--- src/rtl/sap3_pkg.sv ---
// ============================================================================
// Module : sap3_pkg
// Brief  : Shared ALU op codes, flag bit indices and sequencer state encodings
// Rev    : 1.0  initial release
// ============================================================================
`default_nettype none

package sap3_pkg;

  // ALU operation codes, shared with the ALU datapath
  localparam logic [4:0] ALU_ADD = 5'b00000;
  localparam logic [4:0] ALU_ADC = 5'b00001;
  localparam logic [4:0] ALU_SUB = 5'b00010;
  localparam logic [4:0] ALU_SBB = 5'b00011;
  localparam logic [4:0] ALU_ANA = 5'b00100;
  localparam logic [4:0] ALU_XRA = 5'b00101;
  localparam logic [4:0] ALU_ORA = 5'b00110;
  localparam logic [4:0] ALU_CMP = 5'b00111;
  localparam logic [4:0] ALU_RLC = 5'b01000;
  localparam logic [4:0] ALU_RRC = 5'b01001;
  localparam logic [4:0] ALU_RAL = 5'b01010;
  localparam logic [4:0] ALU_RAR = 5'b01011;
  localparam logic [4:0] ALU_CMA = 5'b01101;
  localparam logic [4:0] ALU_STC = 5'b01110;
  localparam logic [4:0] ALU_CMC = 5'b01111;
  localparam logic [4:0] ALU_INR = 5'b10000;
  localparam logic [4:0] ALU_DCR = 5'b10001;

  localparam int FLAG_Z = 0;
  localparam int FLAG_C = 1;
  localparam int FLAG_P = 2;
  localparam int FLAG_S = 3;

  localparam logic [1:0] ST_IDLE  = 2'd0;
  localparam logic [1:0] ST_FETCH = 2'd1;
  localparam logic [1:0] ST_EXEC  = 2'd2;
  localparam logic [1:0] ST_DONE  = 2'd3;

  // ooo field of 00ooo111 that is DAA, which this sequencer does not support
  localparam logic [2:0] OOO_DAA = 3'b100;

endpackage

`default_nettype wire

--- src/rtl/alu_seq_decode.sv ---
// ============================================================================
// Module : alu_seq_decode
// Brief  : Combinational 8080-style opcode decode for the ALU sequencer
// Rev    : 1.0  initial release
// ============================================================================
`default_nettype none

module alu_seq_decode
  import sap3_pkg::*;
#(
  parameter logic [2:0] MEM_SRC = 3'b110
) (
  input  logic [7:0] opcode,
  output logic [4:0] alu_op,
  output logic       two_op,
  output logic       use_mem,
  output logic       illegal
);

  always_comb begin
    alu_op  = 5'b00000;
    two_op  = 1'b0;
    use_mem = 1'b0;
    illegal = 1'b1;
    if (opcode[7:6] == 2'b10) begin
      alu_op  = {2'b00, opcode[5:3]};
      two_op  = 1'b1;
      use_mem = (opcode[2:0] == MEM_SRC);
      illegal = 1'b0;
    end else if (opcode[7:6] == 2'b11 && opcode[2:0] == 3'b110) begin
      // immediate operand arrives through the memory path
      alu_op  = {2'b00, opcode[5:3]};
      two_op  = 1'b1;
      use_mem = 1'b1;
      illegal = 1'b0;
    end else if (opcode[7:6] == 2'b00 && opcode[2:0] == 3'b111 &&
                 opcode[5:3] != OOO_DAA) begin
      alu_op  = {2'b01, opcode[5:3]};
      illegal = 1'b0;
    end else if (opcode == 8'h3C) begin
      alu_op  = ALU_INR;
      illegal = 1'b0;
    end else if (opcode == 8'h3D) begin
      alu_op  = ALU_DCR;
      illegal = 1'b0;
    end
  end

endmodule

`default_nettype wire

--- src/rtl/alu_seq.sv ---
// ============================================================================
// Module : alu_seq
// Brief  : ALU instruction sequencer (IDLE -> FETCH -> EXEC -> DONE)
// Rev    : 1.0  initial release
// ============================================================================
`default_nettype none

module alu_seq
  import sap3_pkg::*;
#(
  parameter logic [2:0] MEM_SRC = 3'b110
) (
  input  logic       clk,
  input  logic       rst,
  input  logic       in_valid,
  output logic       in_ready,
  input  logic [7:0] opcode,
  input  logic [7:0] flags,
  output logic       alu_cs,
  output logic       alu_tmp_we,
  output logic [4:0] alu_op,
  output logic       src_oe,
  output logic       mem_oe,
  output logic [2:0] src_sel,
  output logic       done,
  output logic       illegal,
  output logic [7:0] flags_q
);

  logic [1:0] r_state;
  logic [1:0] w_next_state;
  logic [7:0] r_opcode;
  logic [7:0] w_dec_in;
  logic [4:0] w_dec_alu_op;
  logic       w_dec_two_op;
  logic       w_dec_use_mem;
  logic       w_dec_illegal;
  logic       w_accept;
  logic       w_reg_src;

  // IDLE decodes the live opcode to choose the next state; later states
  // decode the latched copy so outputs stay stable for the whole instruction
  assign w_dec_in  = (r_state == ST_IDLE) ? opcode : r_opcode;
  assign w_accept  = in_valid && (r_state == ST_IDLE);
  assign w_reg_src = w_dec_two_op && !w_dec_use_mem;

  alu_seq_decode #(
    .MEM_SRC (MEM_SRC)
  ) u_decode (
    .opcode  (w_dec_in),
    .alu_op  (w_dec_alu_op),
    .two_op  (w_dec_two_op),
    .use_mem (w_dec_use_mem),
    .illegal (w_dec_illegal)
  );

  always_ff @(posedge clk or posedge rst) begin
    if (rst) begin
      r_state <= ST_IDLE;
    end else begin
      r_state <= w_next_state;
    end
  end

  always_ff @(posedge clk or posedge rst) begin
    if (rst) begin
      r_opcode <= 8'h00;
    end else if (w_accept) begin
      r_opcode <= opcode;
    end
  end

  // ALU settles flags on the falling edge inside EXEC
  always_ff @(posedge clk or posedge rst) begin
    if (rst) begin
      flags_q <= 8'h00;
    end else if (r_state == ST_EXEC) begin
      flags_q <= flags;
    end
  end

  always_comb begin
    w_next_state = r_state;
    case (r_state)
      ST_IDLE: begin
        if (in_valid) begin
          if (w_dec_illegal) begin
            w_next_state = ST_DONE;
          end else if (w_dec_two_op) begin
            w_next_state = ST_FETCH;
          end else begin
            w_next_state = ST_EXEC;
          end
        end
      end
      ST_FETCH: w_next_state = ST_EXEC;
      ST_EXEC:  w_next_state = ST_DONE;
      ST_DONE:  w_next_state = ST_IDLE;
      default:  w_next_state = ST_IDLE;
    endcase
  end

  always_comb begin
    in_ready   = 1'b0;
    alu_tmp_we = 1'b0;
    alu_cs     = 1'b0;
    src_oe     = 1'b0;
    mem_oe     = 1'b0;
    done       = 1'b0;
    illegal    = 1'b0;
    alu_op     = 5'b00000;
    src_sel    = 3'b000;
    case (r_state)
      ST_IDLE: begin
        in_ready = 1'b1;
      end
      ST_FETCH: begin
        alu_tmp_we = 1'b1;
        alu_op     = w_dec_alu_op;
        src_oe     = w_reg_src;
        mem_oe     = w_dec_use_mem;
        src_sel    = w_reg_src ? r_opcode[2:0] : 3'b000;
      end
      ST_EXEC: begin
        alu_cs  = 1'b1;
        alu_op  = w_dec_alu_op;
        src_sel = w_reg_src ? r_opcode[2:0] : 3'b000;
      end
      ST_DONE: begin
        done    = 1'b1;
        illegal = w_dec_illegal;
      end
      default: begin
        in_ready = 1'b0;
      end
    endcase
  end

endmodule

`default_nettype wire

--- config.mk ---
export PLATFORM = sky130hd
export DESIGN_NAME = alu_seq
export DESIGN_NICKNAME = d
export VERILOG_FILES = /design/src/rtl/sap3_pkg.sv /design/src/rtl/alu_seq_decode.sv /design/src/rtl/alu_seq.sv
export SDC_FILE = /design/constraint.sdc
export NUM_CORES = 1
export LEC_CHECK = 0
export BUFFER_PORTS_ARGS = -buffer_cell sky130_fd_sc_hd__buf_2
export CORE_UTILIZATION = 47
export DETAILED_ROUTE_END_ITERATION = 10
export GPL_TIMING_DRIVEN = 1
export HOLD_SLACK_MARGIN = 0.12
export PLACE_DENSITY = 0.8
export SLEW_MARGIN = 25
export SYNTH_ARGS = -nofsm -noshare
export SYNTH_HDL_FRONTEND = slang
export SYNTH_SLANG_ARGS = --single-unit
--- constraint.sdc ---
create_clock -name clk -period 3.5 [get_ports clk]
set_clock_uncertainty 0.2 [all_clocks]
set_input_delay 0.525 -clock clk [delete_from_list [all_inputs] [get_ports clk]]
set_output_delay 0.525 -clock clk [all_outputs]
set_load 0.05 [all_outputs]
* Yosys cells after proc, flatten, opt, wreduce, memory -nomap -nowiden
Cells that the tools add are included.
Word-level totals: register bits after elaboration 18, bits of input ports 19, output and inout bits 23, word-level logic and storage cells 51
Cells by class: eq/ne operators 11, mux-type cells 28, reduce and logical (&&, ||, !) cells 9
Operator list (number):
- 2-to-1 mux 5 bit | 6
- == test 8 x 6 -> 1 bit (second input constant) | 2
- 2-to-1 mux 1 bit | 15
- == test 2 bit (second input constant) | 4
- 2-to-1 mux 8 bit | 1
- one-hot mux 2 bit (4 select lines) | 1
- == test 3 bit (second input constant) | 2
- 2-to-1 mux 2 bit | 3
- 2-to-1 mux 3 bit | 2
- logical AND 1 bit | 5
- logical NOT 2 bit | 2
- inequality test 3 bit (second input constant) | 1
- == test 2 x 1 -> 1 bit (second input constant) | 1
- inequality test 2 bit (second input constant) | 1
- OR reduction 2 bit | 1
- logical NOT 1 bit | 1

* Longest topological paths before layout
Gate-level depths: netlist (run 1).
depth in word-level cells 11, depth in mapped cells 8, gate-level depth less buffers 7

* Cells and area by module
A second synthesis (run 1) with hierarchy kept.
Second synthesis, totals: cell total of the unflattened synthesis 96, area, all modules 1106.1 µm²
Modules (own cells, without submodules):
- alu_seq | times used 1, cells each 76, area an instance 975.9 µm², seq. area each 450.4 µm²
- alu_seq_decode | times used 1, cells each 20, area an instance 130.1 µm², seq. area each 0.0 µm²

* Worst setup path before layout (run 1)
OpenSTA, ideal clock, no wires.
path type register -> output, from reg r_state[0], to out alu_op[0], arrival time 3.070 ns, data required time 2.775 ns, path slack -0.295 ns, stages on the path, launching flop included 8, path buffers 0, path through dfrtp_1 -> inv_1 -> ha_1 -> mux2i_1 -> or3b_1 -> or4_4 -> and2_4 -> a21oi_1
Between the ends: longest elaborated chain between the ends 9, elaborated cells between the ends (all ways) 22, classes of those cells 9 x eq/ne; 7 x mux; 6 x reduce/logical
Ends and longest elaborated chain:
- start, declared | RTL line alu_seq.sv:30 | logic [1:0] r_state;
- start signal, assigned | RTL line alu_seq.sv:61 | r_state <= w_next_state;
- logical NOT 2 bit | RTL line alu_seq.sv:43 | assign w_dec_in = (r_state == ST_IDLE) ? opcode : r_opcode;
- 2-to-1 mux 8 bit | RTL line alu_seq.sv:43
- == test 8 x 6 -> 1 bit (tied with other cells) | RTL line alu_seq_decode.sv:43 | end else if (opcode == 8'h3D) begin
- 2-to-1 mux 5 bit or logical AND 1 bit (tied branches) | RTL line alu_seq_decode.sv:43, alu_seq_decode.sv:36
- 2-to-1 mux 5 bit or logical AND 1 bit (tied branches) | RTL line alu_seq_decode.sv:40, alu_seq_decode.sv:36
- 2-to-1 mux 5 bit | RTL line alu_seq_decode.sv:36 | end else if (opcode[7:6] == 2'b00 && opcode[2:0] == 3'b111 &&
- 2-to-1 mux 5 bit | RTL line alu_seq_decode.sv:30 | end else if (opcode[7:6] == 2'b11 && opcode[2:0] == 3'b110) begin
- 2-to-1 mux 5 bit | RTL line alu_seq_decode.sv:25 | if (opcode[7:6] == 2'b10) begin
- 2-to-1 mux 5 bit (*) | RTL line alu_seq.sv:113 | case (r_state)
- end, declared | RTL line alu_seq.sv:21 | output logic [4:0] alu_op,
Mark *: on every way between the ends. The rest lies on a longest branch, timed or not.

* Final worst setup path (run 1)
from reg r_state[0], to out alu_op[2]
Between the ends: longest elaborated chain between the ends 9, elaborated cells between the ends (all ways) 20, classes of those cells 8 x eq/ne; 6 x mux; 6 x reduce/logical
Ends and longest elaborated chain (RTL line):
- branches (longest 8 deep; another with 2-to-1 mux 8 bit)
- 2-to-1 mux 5 bit (*) | alu_seq.sv:113
Every way passes the cells marked *.

==> results by group, run 1 <==
Worst setup path
  • Worst flop-to-flop path endpoint: r_state[0]$_DFFE_PP0P_
  • Startpoint type of the worst setup path: flip-flop
  • Reg2Reg Depth: 7
  • Worst flop-to-flop path startpoint: r_state[0]$_DFFE_PP0P_
  • Reg2Reg Setup Slack: 1090 ps
  • WP data required: 2770 ps
  • Endpoint class of the critical path: output pin
  • Worst EP arrival: 2690 ps
  • Worst Setup Path Type: reg2out
  • CP max FO: 8

Detailed routing
  • Remaining DRCs: 0
  • DRT iter0 DRCs: 21
  • Total iterations of the first detailed-routing run: 4
  • Via-to-Cell Ratio: 5.51
  • DR WL/cell: 14.7 microns
  • Routed vias: 948
  • Final ANT Viol Nets: 0
  • Post-Route WL: 2.54 mm

Placed design
  • Gp weighted congestion: 0.850
  • IO Port Bufs: 41
  • Placed Area: 1320 sq um
  • Dpl hpwl: 1.97 mm

Clocking
  • Worst-path clk slew: 100 ps
  • CTS H-Tree Depth: 1
  • Clock buffer depth: 2
  • TritonCTS clock tree: done
  • Hold buffer count at CTS: 0
  • CTS buffer count: 3
  • Clk sinks: 18
  • Root Driver: clkbuf_4
  • Clock Latency Late Sink: 290 ps

Die
  • Initial core utilization: 52.4%
  • DIE AREA: 2490 sq um
  • Die W: 49.9 microns
  • Core area: 2060 sq um
  • Die H: 49.9 microns
  • I/O pins: 42
  • Core Rows: 16

Final layout
  • Ant. Diodes: 0
  • Share of cells above drive strength 1: 54.5%
  • Synth-to-Final Area Change: 30.2%
  • Design area: 1410 sq um
  • Nets: 170

Global route
  • Initial antenna violation count: 0
  • Largest net degree at the start of global routing: 19
  • Vias in the first global route: 893
  • Total Routing Usage GR: 22.1%
  • First-pass GRT wire length: 4.14 mm
  • Gr ovfl total: 0

Timing
  • Fin Hold WS: 120 ps
  • Worst relative slew slack: 54.1%
  • Final hold vios: 0
  • Max frequency: 0.293 GHz
  • Measured slew at the worst slew-check pin: 688 ps
  • Max-slew violations: 0
  • Post-route clock period utilization: 97.5%
  • Final Setup Violations: 0
  • Post-route minimum period: 3410 ps

Job
  • Maxcap violations: 0

Yosys
  • Commonest cells post-synth: 19 x mux2_2, 18 x dfrtp_1, 7 x nor2_1, 6 x nand2_1, 5 x ha_1
  • EDFF count, synth: 0
  • Cell taking the most area after synthesis: dfrtp_1
  • Synthesized flop and latch total: 18
  • Dominant synthesized flop cell: dfrtp_1
  • Largest cells by area after synthesis: dfrtp_1 42%, mux2_2 20%, ha_1 5.8%
  • Synthesis Warnings: 0
  • Syn Nets: 123
  • Mapped Area: 1080 sq um
  • Syn avg cell area: 10.9 sq um
  • Synth Instances: 99
  • Post-synth cell types: 29
  • Sequential area share after synthesis: 41.7%
  • Async SR Flop Fraction: 100%
  • Most frequent cell after synthesis: mux2_2
  • Top-area cell type share of the netlist area: 41.7%

Outcome
  • Outcome: finished clean

Worst hold path
  • HP Class: in2async
state kept, by name, indices dropped and copies added (netlist names):
| signal | count |
|---|---|
| flags_q | 8 |
| r_opcode | 8 |
| r_state | 2 |
area by class of cell:
class                           instances  area (sq um)
Clock buffer                            4          36.3
Timing Repair Buffer                   45           244
Tap cell                               27          33.8
Inverter                                4          15.0
Multi-Input combinational cell         74           627
Fill cell                             159           656
Sequential cell                        18           450
worst max path at each step:
stage | startpoint | endpoint | slack, ps | depth (start not counted)
floorplan | r_state[0]$_DFFE_PP0P_ | alu_op[2] | 160 | 7
global placement | r_state[0]$_DFFE_PP0P_ | alu_op[2] | 270 | 8
detailed placement | r_state[0]$_DFFE_PP0P_ | alu_op[2] | 130 | 8
CTS | r_state[1]$_DFFE_PP0P_ | alu_op[2] | 20 | 8
global route | r_state[0]$_DFFE_PP0P_ | alu_op[2] | -10 | 8
finish | r_state[0]$_DFFE_PP0P_ | alu_op[2] | 90 | 8
cell families after synthesis:
family | after synthesis | synth area share [%]
AOI/OAI and AO/OA | 12 | 6.95
adders and majority gates | 5 | 5.79
buffers and inverters | 7 | 3.13
DFF | 18 | 41.7
muxes | 23 | 24.0
and+or+nand+nor | 34 | 18.4
metrics by stage:
stage	util (%)	cells	worst slack [ps]	TNS, ps
floorplan	-	99	158	0
global placement	64.1	165	266	0
detailed placement	64.1	165	126	0
CTS	66.7	169	24.9	0
global route	68.2	172	-11.2	-11.2
finish	68.2	172	87.7	0
layout by cell type (no fill, tap or decap), drive strengths merged, types with 2 or more instances in the layout:
cell type / instances
a21oi: 4
and2: 5
and3: 4
buf: 45
clkbuf: 4
dfrtp: 18
ha: 5
inv: 4
mux2: 20
mux2i: 3
nand2: 6
nor2: 7
nor3: 2
o21ai: 4
or3: 2
critical path, stage by stage (launching register included):
cell	delay (ps)
dfrtp_1	440
inv_2	120
ha_4	200
mux2_4	190
or3b_1	370
or4_4	540
and2_4	180
nor3b_4	190
buf_6	180
metal layers:
| layer | GRT usage, % | vias to the layer above | wire length (microns) |
|---|---|---|---|
| met5 | 0 | - | 0 |
| met4 | 7.14 | 0 | 41 |
| met3 | 3.09 | 4 | 192 |
| met2 | 35.4 | 44 | 1240 |
| met1 | 30.5 | 453 | 1060 |
| li1 | - | 447 | - |
timing repair:
| action | in CTS | in global routing |
|---|---|---|
| pin swaps | 0 | 1 |
| setup buffers | 0 | 3 |
| endpoints found under the setup margin | 3 | 3 |
| resized for setup | 5 | 3 |
Power of run 1 is not shown: default switching activity piles up to over one toggle a cycle in this logic, so the estimate is an artifact.
==> run 2: changes to the inputs <==
--- a/config.mk
+++ b/config.mk
@@ -6,11 +6,13 @@
 export NUM_CORES = 1
 export LEC_CHECK = 0
 export BUFFER_PORTS_ARGS = -buffer_cell sky130_fd_sc_hd__buf_2
-export CORE_UTILIZATION = 47
+export CELL_PAD_IN_SITES_DETAIL_PLACEMENT = 0
+export CELL_PAD_IN_SITES_GLOBAL_PLACEMENT = 1
+export CORE_UTILIZATION = 36
 export DETAILED_ROUTE_END_ITERATION = 10
 export GPL_TIMING_DRIVEN = 1
 export HOLD_SLACK_MARGIN = 0.12
-export PLACE_DENSITY = 0.8
+export PLACE_DENSITY = 0.81
 export SLEW_MARGIN = 25
 export SYNTH_ARGS = -nofsm -noshare
 export SYNTH_HDL_FRONTEND = slang
==> run 2 against run 1 <==
Compared with the run above: the flow now finishes with violations (DRC); cell count increased by 1.7%; utilization shrank 18 points; critical path type unchanged; setup slack improved by 17 ps; global-route usage decreased by 6.3 points; sequential cell count is the same; register-to-register slack gained 60 ps.
==> results by group, run 2 (synthesis gave the netlist of run 1 again) <==
Global route
  • First-pass GRT wire length: 3.86 mm (-6.8%)
  • Total Routing Usage GR: 15.8% (-6.3 points)
  • Vias in the first global route: 838 (-6.2%)
  • Largest net degree at the start of global routing: 19 (unchanged)
  • Gr ovfl total: 0 (unchanged)
  • Initial antenna violation count: 0 (unchanged)

Detailed routing
  • DRT iter0 DRCs: 37 (+76%)
  • Via-to-Cell Ratio: 5.05 (-8.5%)
  • Remaining DRCs: 4 (+4)
  • Final ANT Viol Nets: 0 (unchanged)
  • DR WL/cell: 13.6 microns (-7.7%)
  • Routed vias: 883 (-6.9%)
  • Post-Route WL: 2.38 mm (-6.1%)
  • Total iterations of the first detailed-routing run: 7 (+3)

Worst setup path
  • Top delay family on crit path: simple AND/OR/NAND/NOR gates
  • Startpoint type of the worst setup path: flip-flop
  • Cell depth of the worst setup path: 8 (unchanged)
  • Slowest cell on the critical path: or4_4
  • Endpoint class of the critical path: output pin
  • Worst EP arrival: 2670 ps (-20 ps)
  • Worst flop-to-flop path endpoint: r_state[0]$_DFFE_PP0P_
  • WP data required: 2770 ps (about the same)
  • Worst Setup Path Type: reg2out
  • Worst flop-to-flop path startpoint: r_state[1]$_DFFE_PP0P_
  • WP buf/inv: 2 (unchanged)
  • Crit-path max cell delay: 540 ps (about the same)
  • CP Cell Sequence: inv_2, ha_4, mux2_4, or3b_1, or4_4, and2_4, nor3b_4, buf_4
  • Reg2Reg Depth: 7 (unchanged)
  • CP max FO: 8 (unchanged)
  • Reg2Reg Setup Slack: 1150 ps (+60 ps)

Die
  • Initial core utilization: 38.5% (-14 points)
  • Core area: 2810 sq um (+36%)
  • I/O pins: 42 (unchanged)
  • DIE AREA: 3220 sq um (+29%)
  • Die W: 56.8 microns (+14%)
  • Core Rows: 19 (+3)
  • Die H: 56.8 microns (+14%)

Final layout
  • Biggest regs: flags_q (8), r_opcode (8), r_state (2)
  • Register area: 450 sq um (unchanged)
  • Share of cells above drive strength 1: 54.2% (-0.32 points)
  • Commonest non-fill, non-tap cell in the layout: buf_2
  • Area of the multi-input gates: 627 sq um (unchanged)
  • Cell Count, Final, Fillers Out: 175 (+1.7%)
  • Ant. Diodes: 0 (unchanged)
  • Leading cell types in the layout, fill and taps excluded: 39 x buf_2, 19 x mux2_2, 18 x dfrtp_1
  • Nets: 169 (-0.59%)
  • Filler Cells Inserted: 288 (+81%)
  • Synth-to-Final Area Change: 29.7%

Timing
  • Max frequency: 0.294 GHz (+0.49%)
  • Setup TNS: 0 ps (unchanged)
  • Final hold vios: 0 (unchanged)
  • Final Setup Violations: 0 (unchanged)
  • Final worst slack: 104 ps (+16.7 ps)
  • Max-slew violations: 0 (unchanged)
  • Post-route minimum period: 3400 ps (-16.7 ps)
  • Post-route clock period utilization: 97.0% (-0.48 points)
  • Measured slew at the worst slew-check pin: 674 ps (-14.2 ps)
  • Worst relative slew slack: 55.0% (+0.95 points)

Outcome
  • Outcome: complete, but fails checks
  • Failing checks: DRC

Clocking
  • Worst-path clk slew: 110 ps (about the same)
  • Clock Latency Late Sink: 290 ps (about the same)
  • Root Driver: clkbuf_4
  • CTS H-Tree Depth: 1 (unchanged)
  • CTS buffer count: 3 (unchanged)
  • TritonCTS clock tree: done
  • Clock buffer depth: 2 (unchanged)
  • Clk sinks: 18 (unchanged)
  • Hold buffer count at CTS: 0 (unchanged)

Worst hold path
  • HP Class: in2async

Job
  • Maxcap violations: 0 (unchanged)

Placed design
  • IO Port Bufs: 41 (unchanged)
  • Dpl hpwl: 1.88 mm (-4.5%)
  • Gp weighted congestion: 0.786 (-7.5%)
  • # placed instances: 169 (+2.4%)
  • DP Worst Slack: 184 ps (+57.7 ps)
run 2: cell types whose count changed in the layout (fill, tap and decap cells not counted):
cell | previous run | this run
buf_4 | 5 | 4
clkbuf_4 | 3 | 4
buf_6 | 1 | 0
run 2: through the flow:
stage | area (sq um) | hold slack, ps | utilization (%)
after floorplan | 1090 | 264 | -
after global placement | 1330 | 286 | 47.3
after detailed placement | 1330 | 292 | 47.3
after CTS | 1380 | 133 | 49.2
after global routing | 1400 | 168 | 49.9
final | 1400 | 107 | 49.9
run 2: metal layers:
metal	GRT usage, %	vias to the layer above	part of all wire (%)
li1	-	445	-
met1	20.1	409	46
met2	26.0	27	48
met3	2.76	2	5.7
met4	7.32	0	0.71
met5	0	-	0
run 2: cell type report:
class	count	area share (%)
multi-input cells	74	44.8
flip-flops and latches	18	32.2
repair buffers	44	16.6
well taps	31	2.77
clock buffers	4	2.59
inverters	4	1.07
run 2: repair_timing:
action                                  4_1_cts  5_1_grt
gates resized for setup                       3        4
endpoints found under the setup margin        3        3
buffers inserted                              0        2
run 2: how the worst max path moves through the flow:
stage,from,end,slack [ps]
floorplan,r_state[0]$_DFFE_PP0P_,alu_op[2],160
global placement,r_state[0]$_DFFE_PP0P_,alu_op[2],240
detailed placement,r_state[0]$_DFFE_PP0P_,alu_op[2],180
CTS,r_state[0]$_DFFE_PP0P_,alu_op[2],30
global route,r_state[1]$_DFFE_PP0P_,illegal,-3
finish,r_state[1]$_DFFE_PP0P_,alu_op[2],100
Power of run 2 is left out for the same reason.
